<file path="config.mk">
export PLATFORM = sky130hd
export DESIGN_NAME = muldiv_unit
export DESIGN_NICKNAME = d
export VERILOG_FILES = /design/src/rtl/muldiv_unit.sv
export SDC_FILE = /design/constraint.sdc
export NUM_CORES = 1
export LEC_CHECK = 0
export ABC_AREA = 1
export BUFFER_PORTS_ARGS = -buffer_cell sky130_fd_sc_hd__buf_2
export CAP_MARGIN = 10
export CORE_AREA = 2 2 191 193
export CTS_CLUSTER_SIZE = 14
export DETAILED_ROUTE_END_ITERATION = 10
export DIE_AREA = 0 0 193 195
export GPL_TIMING_DRIVEN = 0
export HOLD_SLACK_MARGIN = 0.12
export MAX_ROUTING_LAYER = met4
export PLACE_DENSITY = 0.67
export SYNTH_ARGS = -nofsm -noshare
export SYNTH_HDL_FRONTEND = slang
export SYNTH_SLANG_ARGS = --single-unit
</file>
<file path="constraint.sdc">
create_clock -name clk -period 6.3 [get_ports clk]
set_clock_uncertainty 0.05 [all_clocks]
set_input_delay 1.26 -clock clk [delete_from_list [all_inputs] [get_ports clk]]
set_output_delay 1.26 -clock clk [all_outputs]
set_load 0.05 [all_outputs]
</file>
<file path="src/rtl/muldiv_unit.sv">
// -----------------------------------------------------------------------------
// muldiv_unit
//
// Iterative RV32M multiply/divide unit. It sits next to the single-cycle ALU in
// the execute stage. The core issues an operation with a one-cycle start pulse
// and stalls while busy is high. It collects md_result on the one-cycle done
// pulse.
//
// Every operation takes the same number of cycles:
//   start sampled at edge k -> busy high after edges k .. k+V
//                            -> done high after edge k+V+1
//
// Multiply uses unsigned shift-add on operand magnitudes and negates the
// product at the end. Divide uses a restoring algorithm on magnitudes and
// fixes the signs at the end. The special cases (divide by zero and signed
// overflow) are detected when the operands are captured. They are applied in
// the final cycle, so the latency does not change.
//
// Ports:
//   clk        in   clock, rising edge
//   reset      in   asynchronous, active-high reset
//   start      in   issue strobe, sampled only while idle
//   md_ctrl    in   [2:0] RV32M funct3
//                   (MUL, MULH, MULHSU, MULHU, DIV, DIVU, REM, REMU)
//   src_a      in   [V-1:0] rs1 (multiplicand / dividend)
//   src_b      in   [V-1:0] rs2 (multiplier / divisor)
//   busy       out  operation in flight
//   done       out  one-cycle result strobe
//   md_result  out  [V-1:0] registered result, held until the next done
// -----------------------------------------------------------------------------
module muldiv_unit #(
    parameter int V = 32
) (
    input  logic         clk,
    input  logic         reset,
    input  logic         start,
    input  logic [2:0]   md_ctrl,
    input  logic [V-1:0] src_a,
    input  logic [V-1:0] src_b,
    output logic         busy,
    output logic         done,
    output logic [V-1:0] md_result
);

    localparam int CNT_W = $clog2(V + 1);

    typedef enum logic [1:0] {
        S_IDLE,
        S_RUN,
        S_FIN
    } state_t;

    // -------------------------------------------------------------------------
    // State
    // -------------------------------------------------------------------------
    state_t         state_q;
    logic [CNT_W-1:0] cnt_q;
    logic [2:0]     op_q;       // captured md_ctrl
    logic           qneg_q;     // product / quotient must be negated
    logic           rneg_q;     // remainder must be negated (dividend sign)
    logic           dz_q;       // divide by zero
    logic           ovf_q;      // signed divide overflow
    logic [V-1:0]   opnd_q;     // multiplicand magnitude or divisor magnitude
    logic [V-1:0]   hi_q;       // product high half / partial remainder
    logic [V-1:0]   lo_q;       // multiplier -> product low half, or dividend -> quotient
    logic           busy_q;
    logic           done_q;
    logic [V-1:0]   result_q;

    // -------------------------------------------------------------------------
    // Operand capture decode (used only in the start cycle)
    // -------------------------------------------------------------------------
    logic         cap_is_div;
    logic         cap_a_signed;
    logic         cap_b_signed;
    logic         cap_a_neg;
    logic         cap_b_neg;
    logic [V-1:0] cap_a_mag;
    logic [V-1:0] cap_b_mag;
    logic         cap_dz;
    logic         cap_ovf;

    // NOTE: every signal written in always_comb gets a default at the top of
    // the block, so no path through the block can leave it unassigned. An
    // unassigned path would infer a latch.
    always_comb begin
        cap_is_div   = md_ctrl[2];
        cap_a_signed = 1'b0;
        cap_b_signed = 1'b0;
        if (cap_is_div) begin
            // DIV and REM are signed; DIVU and REMU have funct3[0] set.
            cap_a_signed = ~md_ctrl[0];
            cap_b_signed = ~md_ctrl[0];
        end else begin
            // MULH takes both operands as signed. MULHSU takes only rs1 as
            // signed. MUL is treated as unsigned, which is safe because the
            // low half of the product does not depend on signedness.
            cap_a_signed = (md_ctrl[1:0] == 2'b01) || (md_ctrl[1:0] == 2'b10);
            cap_b_signed = (md_ctrl[1:0] == 2'b01);
        end
        cap_a_neg = cap_a_signed & src_a[V-1];
        cap_b_neg = cap_b_signed & src_b[V-1];
        cap_a_mag = cap_a_neg ? (~src_a + 1'b1) : src_a;
        cap_b_mag = cap_b_neg ? (~src_b + 1'b1) : src_b;
        cap_dz    = cap_is_div && (src_b == '0);
        cap_ovf   = cap_is_div && cap_a_signed &&
                    (src_a == {1'b1, {(V-1){1'b0}}}) && (src_b == '1);
    end

    // -------------------------------------------------------------------------
    // One iteration of shift-add multiply or restoring divide
    // -------------------------------------------------------------------------
    logic [V:0]   mul_sum;
    logic [V:0]   div_shift;
    logic [V:0]   div_diff;
    logic [V-1:0] hi_d;
    logic [V-1:0] lo_d;

    always_comb begin
        mul_sum   = '0;
        div_shift = '0;
        div_diff  = '0;
        hi_d      = hi_q;
        lo_d      = lo_q;
        if (!op_q[2]) begin
            // Add the multiplicand when the multiplier LSB is set, then shift
            // the whole {carry, hi, lo} right by one. The multiplier bits
            // leave lo as the product bits move in.
            mul_sum = {1'b0, hi_q} + (lo_q[0] ? {1'b0, opnd_q} : {(V+1){1'b0}});
            hi_d    = mul_sum[V:1];
            lo_d    = {mul_sum[0], lo_q[V-1:1]};
        end else begin
            // Shift the next dividend bit into the remainder and try the
            // subtraction. A clear borrow bit means the trial subtraction
            // succeeded, so keep the difference and record a quotient 1.
            // When the trial fails, the shifted value is below the divisor,
            // so it always fits in V bits.
            div_shift = {hi_q, lo_q[V-1]};
            div_diff  = div_shift - {1'b0, opnd_q};
            if (!div_diff[V]) begin
                hi_d = div_diff[V-1:0];
                lo_d = {lo_q[V-2:0], 1'b1};
            end else begin
                hi_d = div_shift[V-1:0];
                lo_d = {lo_q[V-2:0], 1'b0};
            end
        end
    end

    // -------------------------------------------------------------------------
    // Sign correction and result select (used in the final cycle)
    // -------------------------------------------------------------------------
    logic [2*V-1:0] prod_mag;
    logic [2*V-1:0] prod_signed;
    logic [V-1:0]   quo_signed;
    logic [V-1:0]   rem_signed;
    logic [V-1:0]   result_d;

    always_comb begin
        prod_mag    = {hi_q, lo_q};
        prod_signed = qneg_q ? (~prod_mag + 1'b1) : prod_mag;
        quo_signed  = qneg_q ? (~lo_q + 1'b1) : lo_q;
        // With a zero divisor, the loop leaves |src_a| in the remainder.
        // Giving it the dividend sign restores src_a exactly, as required.
        rem_signed  = rneg_q ? (~hi_q + 1'b1) : hi_q;
        result_d    = '0;
        case (op_q)
            3'b000:  result_d = prod_signed[V-1:0];
            3'b001,
            3'b010,
            3'b011:  result_d = prod_signed[2*V-1:V];
            3'b100,
            3'b101: begin
                if (dz_q)       result_d = '1;
                else if (ovf_q) result_d = {1'b1, {(V-1){1'b0}}};
                else            result_d = quo_signed;
            end
            default: begin
                if (ovf_q) result_d = '0;
                else       result_d = rem_signed;
            end
        endcase
    end

    // -------------------------------------------------------------------------
    // Control FSM and datapath registers
    // -------------------------------------------------------------------------
    // NOTE: sequential state is updated only with non-blocking assignments.
    // Every register then samples values from before the edge, whatever order
    // the statements appear in.
    always_ff @(posedge clk or posedge reset) begin
        if (reset) begin
            state_q  <= S_IDLE;
            cnt_q    <= '0;
            op_q     <= '0;
            qneg_q   <= 1'b0;
            rneg_q   <= 1'b0;
            dz_q     <= 1'b0;
            ovf_q    <= 1'b0;
            opnd_q   <= '0;
            hi_q     <= '0;
            lo_q     <= '0;
            busy_q   <= 1'b0;
            done_q   <= 1'b0;
            result_q <= '0;
        end else begin
            case (state_q)
                S_IDLE: begin
                    done_q <= 1'b0;
                    if (start) begin
                        op_q   <= md_ctrl;
                        qneg_q <= cap_a_neg ^ cap_b_neg;
                        rneg_q <= cap_a_neg;
                        dz_q   <= cap_dz;
                        ovf_q  <= cap_ovf;
                        hi_q   <= '0;
                        if (cap_is_div) begin
                            opnd_q <= cap_b_mag;
                            lo_q   <= cap_a_mag;
                        end else begin
                            opnd_q <= cap_a_mag;
                            lo_q   <= cap_b_mag;
                        end
                        cnt_q   <= CNT_W'(V);
                        busy_q  <= 1'b1;
                        state_q <= S_RUN;
                    end
                end
                S_RUN: begin
                    hi_q  <= hi_d;
                    lo_q  <= lo_d;
                    cnt_q <= cnt_q - 1'b1;
                    if (cnt_q == CNT_W'(1)) begin
                        state_q <= S_FIN;
                    end
                end
                S_FIN: begin
                    result_q <= result_d;
                    done_q   <= 1'b1;
                    busy_q   <= 1'b0;
                    state_q  <= S_IDLE;
                end
                default: begin
                    busy_q  <= 1'b0;
                    done_q  <= 1'b0;
                    state_q <= S_IDLE;
                end
            endcase
        end
    end

    assign busy      = busy_q;
    assign done      = done_q;
    assign md_result = result_q;

endmodule

</file>
# Word level (Yosys, flattened, before mapping)

Cells that the tools add are included.

Register bits after elaboration: 145
Input bits: 70
Output and inout bits: 34
Word-level logic and storage cells: 90

Add/sub/neg operators: 8
Eq/ne operators: 14
Mux-type cells: 30
Bitwise logic cells: 10
Reductions and logical operators: 15

Operators by type and width:

| operator                                         | number |
|---|---|
| 2-to-1 mux 32 bit                                | 15 |
| adder 32 x 1 -> 32 bit, second input constant    | 4 |
| inverter 32 bit                                  | 4 |
| case mux 32 bit (2 select lines)                 | 2 |
| case mux 32 bit (3 select lines)                 | 1 |
| adder 64 x 1 -> 64 bit, second input constant    | 1 |
| == test 32 bit, second input constant            | 2 |
| 2-to-1 mux 64 bit                                | 1 |
| inverter 64 bit                                  | 1 |
| adder 32 x 32 -> 33 bit                          | 1 |
| subtractor 33 x 32 -> 33 bit                     | 1 |
| logical NOT 32 bit                               | 1 |
| case mux 6 bit (2 select lines)                  | 1 |
| AND reduction 2 bit                              | 4 |
| == test 3 x 2 -> 1 bit, second input constant    | 2 |
| == test 3 bit, second input constant             | 2 |
| == test 6 x 1 -> 1 bit, second input constant    | 1 |
| 2-to-1 mux 6 bit                                 | 1 |
| subtractor 6 x 1 -> 6 bit, second input constant | 1 |
| == test 2 x 1 -> 1 bit, second input constant    | 2 |
| == test 2 bit, second input constant             | 2 |
| logical AND 1 bit                                | 4 |
| 2-to-1 mux 1 bit                                 | 4 |
| 2-to-1 mux 2 bit                                 | 2 |
| other kinds (13)                                 | 17 |

# Depth between registers and ports, before layout

Word-level depth: 8
Gate-level depth with buffers: 22
Mapped depth without buffers: 20

# Worst setup path before layout

No wires, ideal clock.

Kind: in2reg
From: input md_ctrl[1]
To: register lo_q[11]
Library setup time: 0.119 ns
Arrival time: 2.584 ns
Required time: 6.131 ns
Path slack: 3.548 ns
Cell stages on the path: 10
Path buffers: 1
Path through: inv_1 > ha_1 > a21oi_1 > nand2_1 > clkbuf_1 > o21ai_0 > nand2_1 > o21ai_0 > a21oi_1 > o21a_1

Longest elaborated chain between the ends: 8
Elaborated cells on any way between the ends: 12
Classes of those cells: 2 x eq/ne; 7 x mux; 2 x bitwise; 1 x reduce/logical

Ends and longest elaborated chain:

| item                                                           | RTL line | source |
|---|---|---|
| from (decl)                                                    | 37       | `input logic [2:0] md_ctrl,` |
| == test 2 x 1 -> 1 bit / == test 2 bit (equally long branches) | 98, 99   |  |
| logical OR 1 bit                                               | 98       | `cap_a_signed = (md_ctrl[1:0] == 2'b01) \|\| (md_ctrl[1:0] == 2'b10);` |
| 2-to-1 mux 1 bit                                               | 90       | `if (cap_is_div) begin` |
| AND 1 bit                                                      | 101      | `cap_a_neg = cap_a_signed & src_a[V-1];` |
| 2-to-1 mux 32 bit                                              | 103      | `cap_a_mag = cap_a_neg ? (~src_a + 1'b1) : src_a;` |
| 2-to-1 mux 32 bit *                                            | 217      | `if (cap_is_div) begin` |
| 2-to-1 mux 32 bit *                                            | 210      | `if (start) begin` |
| case mux 32 bit (2 select lines) *                             | 207      | `case (state_q)` |
| to (signal assigned)                                           | 219      | `lo_q <= cap_a_mag;` |
| to (signal assigned)                                           | 222      | `lo_q <= cap_b_mag;` |
| to (signal assigned)                                           | 231      | `lo_q <= lo_d;` |
| to (decl)                                                      | 65       | `logic [V-1:0] lo_q;` |

Every way passes the cells marked *; elsewhere a longest branch is shown, timed or not. The select of a mux whose other input is x is not followed.
A chain may end at the register's enable or synchronous reset.

# Final worst setup path

From: register lo_q[0]
To: register hi_q[27]

Longest elaborated chain between the ends: 4

Ends and longest elaborated chain:

| item                             | RTL line | source |
|---|---|---|
| 2-to-1 mux 32 bit                | 129      | `mul_sum = {1'b0, hi_q} + (lo_q[0] ? {1'b0, opnd_q} : {(V+1){1'b0}});` |
| adder 32 x 32 -> 33 bit          | 129      |  |
| 2-to-1 mux 32 bit                | 125      | `if (!op_q[2]) begin` |
| case mux 32 bit (2 select lines) | 207      |  |
| to (signal assigned)             | 230      | `hi_q <= hi_d;` |
| to (decl)                        | 64       | `logic [V-1:0] hi_q;` |

Every way passes these cells.

==> results.tsv <==
metric	value	unit
Final min period	3450	ps
first-pass iteration count of the detailed router	8	
# resized after CTS	0	
Core Rows	69	
WP buf/inv	5	
Worst EP required	6600	ps
outcome	finished, final reports clean	
Synth Instances	3078	
most frequent cells in the layout	nand2_1, inv_1, nand3_1	
post-synth cell types	51	
Comb power frac	0.757	
crit path DAT	3740	ps
core area	0.0354	sq mm
Net Sw Power	7860	uW
Post-route DRC	0	
CP Class	flip-flop to flip-flop	
H-tree depth	4	
sequential share of the synthesized area	0.207	
Inserted Clock Buffers	17	
GRT Residual Overflow	0	
Slew HR	0.299	
Area Overhead vs Synth	9.73	%
routed wl met3	9830	um
Vert. Die Dim	195	um
Pins Over Slew Limit	0	
final net count	3345	
RSZ-0062 raised after global routing	no	
# IOs	104	
synthesized cell area	0.0175	sq mm
routability cong.	1.10	
Fin Hold WS	424	ps
clk sinks	145	
routed vias/inst	5.94	
Worst Tran Pin Value	1050	ps
CTS tree	yes	
highest metal used	met4	
clock power share	0.084	
met1 wire length	31900	um
vias in the first global route	20200	
Crit-path slowest cell	clkbuf_1	
met2 WL	34000	um
worst skew pair latency	460	ps
crit path capture type	flip-flop	
die area	0.0376	sq mm
layout cells sized above 1	0.0847	
cell family with most CP delay	simple AND/OR/NAND/NOR gates	
DP HPWL	66000	um
register share of total power	0.159	
Final Setup Violations	0	
Int Power	4760	uW
Die X	193	um
setup TNS	0	ps
leakage	0.00984	uW
hold_buf cts	0	
Starting Density	0.495	
max-cap violations	0	
final antenna-violating net count	0	
Power per Cell Area	657	mW/mm^2
Post-synth EDFFs	0	
maximum root-to-sink buffer count	2	
yosys warns	0	
# placed instances	3643	
Total GRT Usage	0.442	
initial antenna violation count	2	
clock root cell	clkbuf_16	
Worst setup SP type	flip-flop	
maximum VDD drop	0.000365	V
Clock Pin Slew Worst Setup and Hold Paths	70	ps
Routed WL	80700	um
area share of the largest cell type after synthesis	0.207	
Wirelength per Cell	22.0	um
Fin. Hold Viols	0	
CP max stage delay	530	ps
share of flip-flops with an asynchronous set or reset	1.00	
largest net degree at the start of global routing	99	
Initial DRC Count	2747	
Final Non-Filler Cells	3676	
Yosys reg bits	145	
port bufs	103	
most common cell after layout, fill and taps aside	nand2_1	
top cells by area, synth	dfrtp_1, nand2_1, inv_1, nand3_1, nor2_1	
Avg Inst Size Synth	5.69	sq um
switching fraction of total power	0.623	
global-route wire length before repair	120000	um
FMAX	0.290	GHz
Yosys top cell by area	dfrtp_1	
syn_nets	3222	
main flop type after synthesis	dfrtp_1	
final worst-path cycle share	0.547	
postcts setup bufs	0	
via count	21800	
hold crit path type	flip-flop to flip-flop	
total power	12600	uW
most frequent CP cell	nand2_1	
R2R setup slack	2850	ps
Critical Path Fanout Max	10	
utilization after layout	0.543	
critical-path cell list	buf_6 -> clkbuf_1 -> nand2_1 -> inv_1 -> ha_1 -> inv_1 -> fa_1 -> inv_1 -> nand3_1 -> nand2_1 -> nand2_1 -> nand2_1 -> nand2_1 -> nand2_1 -> nand3_1 -> nand3_1 -> nand3_1 -> nand3_1 -> nand2_1	
-- per-layer routing --
metal / up-vias / global-route usage
met5: - / -
met4: 0 / 0.227
li1: 10100 / -
met3: 263 / 0.100
met2: 1446 / 0.643
met1: 10100 / 0.571
-- power by group through the flow --
| stage | combinational [uW] | sequential (uW) | clock (uW) |
|---|---|---|---|
| 2_1_floorplan | 6290 | 1750 | 0 |
| 3_3_place_gp | 8990 | 1950 | 0 |
| 3_5_place_dp | 9120 | 1970 | 0 |
| 4_1_cts | 9190 | 1950 | 1050 |
| 5_1_grt | 10400 | 2010 | 1090 |
| 6_report | 9560 | 2000 | 1070 |
-- cell families (layout without fill, tap and decap cells) --
kind of cell | after synthesis | count (layout) | share of synthesized area
AO/OA/AOI/OAI | 433 | 433 | 0.137
adder cells (fa/ha/maj) | 74 | 74 | 0.0537
XOR/XNOR | 73 | 73 | 0.0369
other | 0 | 2 | 0
buffers and inverters | 576 | 711 | 0.130
flip-flops | 145 | 145 | 0.207
AND/OR/NAND/NOR | 1775 | 1775 | 0.434
multiplexers | 2 | 2 | 0.00114
-- Yosys cell counts (3+ instances only) --
library cell,count
ha_1,72
a31oi_1,15
buf_2,22
buf_6,8
buf_4,6
nor2_2,15
nand3b_1,21
a21oi_1,155
nand3_2,4
o21ai_0,170
clkbuf_1,53
nor3_1,23
nand3_1,338
nor3_2,3
and2_1,6
nor2_1,314
or2_2,31
o21a_1,4
xnor2_1,22
nor2_4,6
dfrtp_1,145
nand4_1,37
buf_1,14
o21ai_1,13
o221ai_1,8
nand2_4,5
a21boi_0,3
a22oi_1,11
o211ai_1,24
nand2_1,950
o21ai_2,3
o21bai_1,10
o31ai_1,3
nand2_2,14
inv_1,456
xor2_1,50
nor4_1,5
a21o_1,3
o22ai_1,5
inv_2,15
-- flip-flops by register name, indices dropped and copies added, names as in the netlist --
signal / count
busy: 1
cnt_q: 6
done: 1
dz_q: 1
hi_q: 32
lo_q: 32
md_result: 32
op_q: 3
opnd_q: 32
ovf_q: 1
qneg_q: 1
rneg_q: 1
state_q: 2
-- per-stage QoR --
step	area, sq um	setup WS, ps
after floorplan	17500	1100
after global placement	18600	-506
after detailed placement	18600	2730
after CTS	19200	3000
after global routing	19200	2630
final	19200	2850
-- worst register-to-register path, cell delays in order, from the launching register on --
cell and delay (ps):
dfrtp_1 340, buf_6 160, clkbuf_1 530, nand2_1 120
inv_1 90, ha_1 170, inv_1 60, fa_1 390
inv_1 100, nand3_1 90, nand2_1 130, nand2_1 100
nand2_1 130, nand2_1 60, nand2_1 210, nand3_1 210
nand3_1 140, nand3_1 80, nand3_1 120, nand2_1 60
-- final cells by class --
cell class | count | area [sq um]
multi-input cells | 2357 | 11600
clock inverters | 14 | 149
plain buffers | 103 | 497
fillers | 3792 | 16200
flip-flops and latches | 145 | 3630
diodes | 2 | 5.00
clock buffers | 17 | 425
repair buffers | 104 | 543
well taps | 461 | 577
inverters | 473 | 1780
-- path summary, 6_finish.rpt --
path | cells past startpoint | to | from
max | 19 | hi_q[27] | lo_q[0]
min in group asynchronous | 2 | lo_q[19] | reset
max in group asynchronous | 3 | hi_q[16] | reset
max reg2reg | 19 | hi_q[27] | lo_q[0]
min reg2reg | 2 | done | done
min | 2 | done | done
(Power assumes the default switching activity.)
